[src/rtl/ram_arb_pkg.sv]
// Shared types and default widths for the ram4k arbiter.
package ram_arb_pkg;

  localparam int DEF_DATA_W = 16;
  localparam int DEF_ADDR_W = 12;

  typedef enum logic {
    IDLE  = 1'b0,
    CLEAR = 1'b1
  } arb_state_t;

  // Requester id: 0 = CPU data port, 1 = DMA / screen refresh.
  typedef logic req_id_t;

  // Read-return tag carried alongside the RAM read latency.
  typedef struct packed {
    logic    vld;
    req_id_t id;
  } rd_tag_t;

endpackage

[src/rtl/ram_arbiter_if.sv]
// Requester, clear-control and ram4k-side signals of the arbiter.
interface ram_arbiter_if #(
  parameter int DATA_W = 16,
  parameter int ADDR_W = 12
);
  logic              req0, req1;
  logic              we0, we1;
  logic [ADDR_W-1:0] addr0, addr1;
  logic [DATA_W-1:0] wdata0, wdata1;
  logic              gnt0, gnt1;
  logic              rvalid0, rvalid1;
  logic [DATA_W-1:0] rdata0, rdata1;
  logic              clear_start;
  logic              busy;
  logic              clear_done;
  logic              ram_load;
  logic [ADDR_W-1:0] ram_address;
  logic [DATA_W-1:0] ram_data_in;
  logic [DATA_W-1:0] ram_data_out;

  // Arbiter side.
  modport slave (
    input  req0, req1, we0, we1, addr0, addr1, wdata0, wdata1,
    input  clear_start, ram_data_out,
    output gnt0, gnt1, rvalid0, rvalid1, rdata0, rdata1,
    output busy, clear_done, ram_load, ram_address, ram_data_in
  );

  // Requesters plus RAM (environment) side.
  modport master (
    output req0, req1, we0, we1, addr0, addr1, wdata0, wdata1,
    output clear_start, ram_data_out,
    input  gnt0, gnt1, rvalid0, rvalid1, rdata0, rdata1,
    input  busy, clear_done, ram_load, ram_address, ram_data_in
  );
endinterface

[src/rtl/ram_arbiter_rd_tag_pipe.sv]
// RD_LAT-deep shift register of read tags; its tail routes the rvalid
// pulse to the requester that issued the read RD_LAT cycles earlier.
module rd_tag_pipe
  import ram_arb_pkg::*;
#(
  parameter int RD_LAT = 1
) (
  input  logic    clk,
  input  logic    rst_n,
  input  rd_tag_t tag_in,
  output logic    rvalid0,
  output logic    rvalid1
);

  rd_tag_t [RD_LAT-1:0] tag_pipe_q;
  rd_tag_t [RD_LAT-1:0] tag_pipe_d;

  // Shift one stage per cycle; every cycle pushes a tag (invalid when idle).
  always_comb begin
    tag_pipe_d = tag_pipe_q;
    tag_pipe_d[0] = tag_in;
    for (int s = 1; s < RD_LAT; s++) begin
      tag_pipe_d[s] = tag_pipe_q[s-1];
    end
  end

  // Tag register; only reset empties it.
  always_ff @(posedge clk or negedge rst_n) begin
    if (!rst_n) tag_pipe_q <= '0;
    else        tag_pipe_q <= tag_pipe_d;
  end

  assign rvalid0 = tag_pipe_q[RD_LAT-1].vld && (tag_pipe_q[RD_LAT-1].id == 1'b0);
  assign rvalid1 = tag_pipe_q[RD_LAT-1].vld && (tag_pipe_q[RD_LAT-1].id == 1'b1);

endmodule

[src/rtl/ram_arbiter.sv]
// Round-robin two-requester arbiter in front of the single-port ram4k,
// with a built-in sequencer that sweeps the whole memory to zero.
module ram_arbiter
  import ram_arb_pkg::*;
#(
  parameter int DATA_W = DEF_DATA_W,
  parameter int ADDR_W = DEF_ADDR_W,
  parameter int RD_LAT = 1
) (
  input  logic          clk,
  input  logic          rst_n,
  ram_arbiter_if.slave  bus
);

  localparam logic [ADDR_W-1:0] LAST_ADDR = '1;

  arb_state_t        state_q, state_d;
  req_id_t           prio_q, prio_d;
  logic [ADDR_W-1:0] clr_cnt_q, clr_cnt_d;

  logic              gnt0, gnt1;
  logic              ram_load;
  logic [ADDR_W-1:0] ram_address;
  logic [DATA_W-1:0] ram_data_in;
  logic              clear_done;
  rd_tag_t           tag_in;
  logic              rvalid0, rvalid1;

  // Arbitration, clear sweep and RAM command; outputs forced to 0 while
  // rst_n is low so the RAM sees no command during reset.
  always_comb begin
    state_d     = state_q;
    prio_d      = prio_q;
    clr_cnt_d   = clr_cnt_q;
    gnt0        = 1'b0;
    gnt1        = 1'b0;
    ram_load    = 1'b0;
    ram_address = '0;
    ram_data_in = '0;
    clear_done  = 1'b0;
    tag_in      = '0;

    case (state_q)
      IDLE: begin
        if (bus.clear_start) begin
          // Clear wins over any pending request this cycle.
          state_d   = CLEAR;
          clr_cnt_d = '0;
        end else begin
          if (bus.req0 && (!bus.req1 || prio_q == 1'b0)) gnt0 = 1'b1;
          else if (bus.req1)                             gnt1 = 1'b1;

          if (gnt0) begin
            ram_load    = bus.we0;
            ram_address = bus.addr0;
            ram_data_in = bus.wdata0;
            tag_in      = '{vld: !bus.we0, id: 1'b0};
            prio_d      = 1'b1;
          end else if (gnt1) begin
            ram_load    = bus.we1;
            ram_address = bus.addr1;
            ram_data_in = bus.wdata1;
            tag_in      = '{vld: !bus.we1, id: 1'b1};
            prio_d      = 1'b0;
          end
        end
      end
      CLEAR: begin
        // clear_start is ignored here; the sweep is never restarted.
        ram_load    = 1'b1;
        ram_address = clr_cnt_q;
        clr_cnt_d   = clr_cnt_q + 1'b1;
        if (clr_cnt_q == LAST_ADDR) begin
          clear_done = 1'b1;
          state_d    = IDLE;
        end
      end
      default: state_d = IDLE;
    endcase

    if (!rst_n) begin
      gnt0        = 1'b0;
      gnt1        = 1'b0;
      ram_load    = 1'b0;
      ram_address = '0;
      ram_data_in = '0;
      clear_done  = 1'b0;
    end
  end

  // State, priority and clear counter registers.
  always_ff @(posedge clk or negedge rst_n) begin
    if (!rst_n) begin
      state_q   <= IDLE;
      prio_q    <= 1'b0;
      clr_cnt_q <= '0;
    end else begin
      state_q   <= state_d;
      prio_q    <= prio_d;
      clr_cnt_q <= clr_cnt_d;
    end
  end

  rd_tag_pipe #(.RD_LAT(RD_LAT)) u_rd_tag_pipe (
    .clk     (clk),
    .rst_n   (rst_n),
    .tag_in  (tag_in),
    .rvalid0 (rvalid0),
    .rvalid1 (rvalid1)
  );

  assign bus.gnt0        = gnt0;
  assign bus.gnt1        = gnt1;
  assign bus.ram_load    = ram_load;
  assign bus.ram_address = ram_address;
  assign bus.ram_data_in = ram_data_in;
  assign bus.clear_done  = clear_done;
  assign bus.busy        = (state_q == CLEAR);
  assign bus.rvalid0     = rvalid0;
  assign bus.rvalid1     = rvalid1;
  assign bus.rdata0      = rvalid0 ? bus.ram_data_out : '0;
  assign bus.rdata1      = rvalid1 ? bus.ram_data_out : '0;

endmodule

[src/flat_wrapper.sv]
// flat-port wrapper written by rule: the top's interface ports become plain ports
module ram_arbiter_flat import ram_arb_pkg::*;
#(
  parameter int DATA_W = DEF_DATA_W,
  parameter int ADDR_W = DEF_ADDR_W,
  parameter int RD_LAT = 1
)
  (clk, rst_n, bus_req0, bus_req1, bus_we0, bus_we1, bus_addr0, bus_addr1, bus_wdata0, bus_wdata1, bus_clear_start, bus_ram_data_out, bus_gnt0, bus_gnt1, bus_rvalid0, bus_rvalid1, bus_rdata0, bus_rdata1, bus_busy, bus_clear_done, bus_ram_load, bus_ram_address, bus_ram_data_in);
  ram_arbiter_if #(.DATA_W(DATA_W), .ADDR_W(ADDR_W)) bus_i ();
  input  logic clk;
  input  logic rst_n;
  input wire logic [$bits(bus_i.req0)-1:0] bus_req0;
  input wire logic [$bits(bus_i.req1)-1:0] bus_req1;
  input wire logic [$bits(bus_i.we0)-1:0] bus_we0;
  input wire logic [$bits(bus_i.we1)-1:0] bus_we1;
  input wire logic [$bits(bus_i.addr0)-1:0] bus_addr0;
  input wire logic [$bits(bus_i.addr1)-1:0] bus_addr1;
  input wire logic [$bits(bus_i.wdata0)-1:0] bus_wdata0;
  input wire logic [$bits(bus_i.wdata1)-1:0] bus_wdata1;
  input wire logic [$bits(bus_i.clear_start)-1:0] bus_clear_start;
  input wire logic [$bits(bus_i.ram_data_out)-1:0] bus_ram_data_out;
  output wire logic [$bits(bus_i.gnt0)-1:0] bus_gnt0;
  output wire logic [$bits(bus_i.gnt1)-1:0] bus_gnt1;
  output wire logic [$bits(bus_i.rvalid0)-1:0] bus_rvalid0;
  output wire logic [$bits(bus_i.rvalid1)-1:0] bus_rvalid1;
  output wire logic [$bits(bus_i.rdata0)-1:0] bus_rdata0;
  output wire logic [$bits(bus_i.rdata1)-1:0] bus_rdata1;
  output wire logic [$bits(bus_i.busy)-1:0] bus_busy;
  output wire logic [$bits(bus_i.clear_done)-1:0] bus_clear_done;
  output wire logic [$bits(bus_i.ram_load)-1:0] bus_ram_load;
  output wire logic [$bits(bus_i.ram_address)-1:0] bus_ram_address;
  output wire logic [$bits(bus_i.ram_data_in)-1:0] bus_ram_data_in;
  assign bus_i.req0 = bus_req0;
  assign bus_i.req1 = bus_req1;
  assign bus_i.we0 = bus_we0;
  assign bus_i.we1 = bus_we1;
  assign bus_i.addr0 = bus_addr0;
  assign bus_i.addr1 = bus_addr1;
  assign bus_i.wdata0 = bus_wdata0;
  assign bus_i.wdata1 = bus_wdata1;
  assign bus_i.clear_start = bus_clear_start;
  assign bus_i.ram_data_out = bus_ram_data_out;
  assign bus_gnt0 = bus_i.gnt0;
  assign bus_gnt1 = bus_i.gnt1;
  assign bus_rvalid0 = bus_i.rvalid0;
  assign bus_rvalid1 = bus_i.rvalid1;
  assign bus_rdata0 = bus_i.rdata0;
  assign bus_rdata1 = bus_i.rdata1;
  assign bus_busy = bus_i.busy;
  assign bus_clear_done = bus_i.clear_done;
  assign bus_ram_load = bus_i.ram_load;
  assign bus_ram_address = bus_i.ram_address;
  assign bus_ram_data_in = bus_i.ram_data_in;
  ram_arbiter #(.DATA_W(DATA_W), .ADDR_W(ADDR_W), .RD_LAT(RD_LAT)) u_core (.clk(clk), .rst_n(rst_n), .bus(bus_i));
endmodule
[config.mk]
export PLATFORM = sky130hd
export DESIGN_NAME = ram_arbiter_flat
export DESIGN_NICKNAME = d
export VERILOG_FILES = /design/src/rtl/ram_arb_pkg.sv /design/src/rtl/ram_arbiter_if.sv /design/src/rtl/ram_arbiter_rd_tag_pipe.sv /design/src/rtl/ram_arbiter.sv /design/src/flat_wrapper.sv
export SDC_FILE = /design/constraint.sdc
export NUM_CORES = 1
export LEC_CHECK = 0
export CAP_MARGIN = 40
export CORE_MARGIN = 1.5
export CORE_UTILIZATION = 33
export CTS_CLUSTER_SIZE = 20
export DETAILED_ROUTE_END_ITERATION = 10
export GPL_ROUTABILITY_DRIVEN = 0
export PLACE_DENSITY = 0.85
export SETUP_SLACK_MARGIN = 0.05
export SKIP_CTS_REPAIR_TIMING = 1
export SYNTH_ARGS = -nofsm -noshare
export SYNTH_HDL_FRONTEND = slang
export SYNTH_HIERARCHICAL = 1
export SYNTH_SLANG_ARGS = --single-unit
[constraint.sdc]
create_clock -name clk -period 3.65 [get_ports clk]
set_input_delay 0.365 -clock clk [delete_from_list [all_inputs] [get_ports clk]]
set_output_delay 0.365 -clock clk [all_outputs]
set_load 0.01 [all_outputs]
==> impl_metrics.yaml <==
worst_setup_path:
  crit_type: "in -> out"
  crit_arrival_ns: 2.50
  path_max_fanout: 22
  end_kind: "primary output"
  crit_required_ns: 3.28
  crit_path_start_kind: "input pin"
placed_design:
  dp_cells: 362
  dp_hpwl_um: 4850
  io_buffers: 145
logic_synthesis:
  syn_area_per_cell_sq_um: 8.51
  synthXorXnorAreaFrac: 0
  syn_nets: 257
  synth_compound_area_frac: 0.290
  synth_cell_types: 39
  synth_area_leaders: "dfrtp_1 (27%), and2_1 (13%), a22o_1 (9.9%)"
  yosys.area_share.simple: 0.328
  synth_top_area_share: 0.266
  synth_warnings: 6
  syn_inst: 177
  yosys-top-cells-count: "and2_1 (32), a22o_1 (17), dfrtp_1 (16), nand4_1 (12), nand2_1 (10)"
  synth_mux_area_frac: 0.0407
  synth_area_sq_um: 1510
  synth_top_cell_by_area: "dfrtp_1"
  seq_area_frac_synth: 0.266
  synth_edf_count: 0
  synthAdderAreaFrac: 0.00831
  synth_ff_type: "dfrtp_1"
  synth.most_common_cell: "and2_1"
  synth-seq-cells: 16
  ys_async_sr_fraction: 1.00
  synth_top_family_by_area: "simple AND/OR/NAND/NOR gates"
power_and_ir_drop:
  finalPower_w: 0.000759
  peakVddDrop_uv: 230
  p_leak_nw: 1.15
  p_per_area_nw_per_um2: 252
die:
  coreArea_sq_um: 4380
  rows: 24
  io_pins: 146
  fp.dieW_um: 70.6
  start_util: 0.344
  dieArea_sq_um: 4980
  fp.dieH_um: 70.6
job:
  cap_violations: 0
run_status:
  outcome: "completed"
finish:
  register_area_sq_um: 400
  multi_input_area_sq_um: 1000
  fin_nets: 395
  fillCellCount: 365
  utilization: 0.688
  diodes: 0
  fin_cells: 366
  area_delta_synth_final_pct: 100
  final_layout_size_suffix_gt1_frac: 0.0446
timing:
  setup_tns_ns: 0
  hold_violations: 0
  slew-limit-headroom: 0.709
  fin_crit_ns: 2.87
  final_max_slew_viol_count: 0
  rsz0062_at_grt: "no"
  fin_skew_ns: 0.000799
  max_freq_mhz: 349
  tightestPinTransition_ns: 0.435
  finalSetupViolCount: 0
  fin_crit_sh: 0.786
routing:
  wl_met1_um: 2640
  dr.pass1.iters: 5
  drcViolationCount: 0
  wl_per_cell_um: 16.3
  drtIter0Drc: 78
  antenna_left: 0
  met3_length_um: 326
  via_count: 1905
  wl_met2_um: 2990
  vias_per_cell: 5.20
  wirelength_um: 5980
  highest_layer: "met4"
clocking:
  cts-htree-levels: 1
  clk_latency_ns: 0.25
  root_buffer: "clkbuf_8"
  clk_pin_slew_ns: 0.06
  numCtsBuffers: 3
  max-clock-path-buffers: 2
  tritoncts: "done"
  cts.sinks: 16
grt:
  grt_pass1_wl_um: 9210
  grt_overflow_total: 0
  antenna_found_initial: 0
  grt_usage: 0.231
  grt_pass1_vias: 1676
  grt_max_degree: 28
min_path:
  hold_class: "in -> async"
## worst paths after layout
kind / startpoint / end / slack, ns / depth (start not counted)
max in group asynchronous: rst_n / u_core/clr_cnt_q[1] / 2.77 / 2
min reg2reg: u_core/clr_cnt_q[6] / u_core/clr_cnt_q[6] / 0.54 / 1
min in group clk: u_core/clr_cnt_q[6] / u_core/clr_cnt_q[6] / 0.54 / 1
min: rst_n / u_core/u_rd_tag_pipe/tag_pipe_q[0] / 0.34 / 1
max: bus_req1 / bus_ram_address[6] / 0.78 / 5
max reg2reg: u_core/clr_cnt_q[1] / u_core/clr_cnt_q[10] / 2.04 / 4
## routing by layer
metal | vias to the layer above | GRT usage
met3 | 2 | 0.0427
met5 | - | 0
met4 | 0 | 0.0461
met1 | 873 | 0.312
met2 | 76 | 0.391
li1 | 954 | -
## stage by stage
stage,cell area [sq um],setup WS [ns],hold slack (ns)
finish,3010,0.781,0.344
floorplan,1510,1.99,0.0694
detailed placement,2960,0.772,0.530
CTS,3010,0.776,0.347
global route,3010,0.630,0.348
global placement,2960,0.835,0.521
## critical path, cell delays in order
cell and delay (ns):
clkdlybuf4s50_1 0.63, a21boi_4 0.38, and3_4 0.39, a221o_1 0.19, clkdlybuf4s50_1 0.55
## cells in the final DEF (no fill, tap or decap), types with 2 or more instances in the layout
cell type and count:
and2_1 32, nand3_1 3, a221o_1 5, nor4_1 2, mux2i_1 5, o21ai_0 3
dfrtp_1 16, nor3_1 2, a22o_1 17, a31oi_1 2, a21oi_1 6, nand2b_1 2
nor2_1 2, and3_1 7, nand2_1 10, clkdlybuf4s50_1 145, a32oi_1 8, buf_4 3
and4_1 2, nand4_1 12, inv_1 4, nor2b_1 2, a21boi_0 7, clkbuf_8 4
## cells by family (layout without fill, tap and decap cells)
logic type,count (synthesis),after routing
adder cells (fa/ha/maj),1,1
multiplexers,6,6
buffers and inverters,19,156
flip-flops,16,16
AO/OA/AOI/OAI,54,54
AND/OR/NAND/NOR,81,81
## flip-flops by register name, summed over array words and instances, names as in the netlist
name	cells
u_core/clr_cnt_q	12
u_core/u_rd_tag_pipe/tag_pipe_q	2
u_core/bus.busy	1
u_core/prio_q	1
## cell type report
type | count | share of cell area
clock buffer | 4 | 0.0183
inverter | 4 | 0.00498
multi-input combinational | 142 | 0.333
sequential | 16 | 0.133
tap | 52 | 0.0216
timing repair buffer | 148 | 0.489
## where the power goes
part	switching, W	leakage (nW)	internal, W
combinational	0.000121	0.926	0.000191
clock	0.0000582	0.0288	0.0000956
sequential	0.0000713	0.198	0.000222
Note: power is estimated with default switching activity, not from simulation.
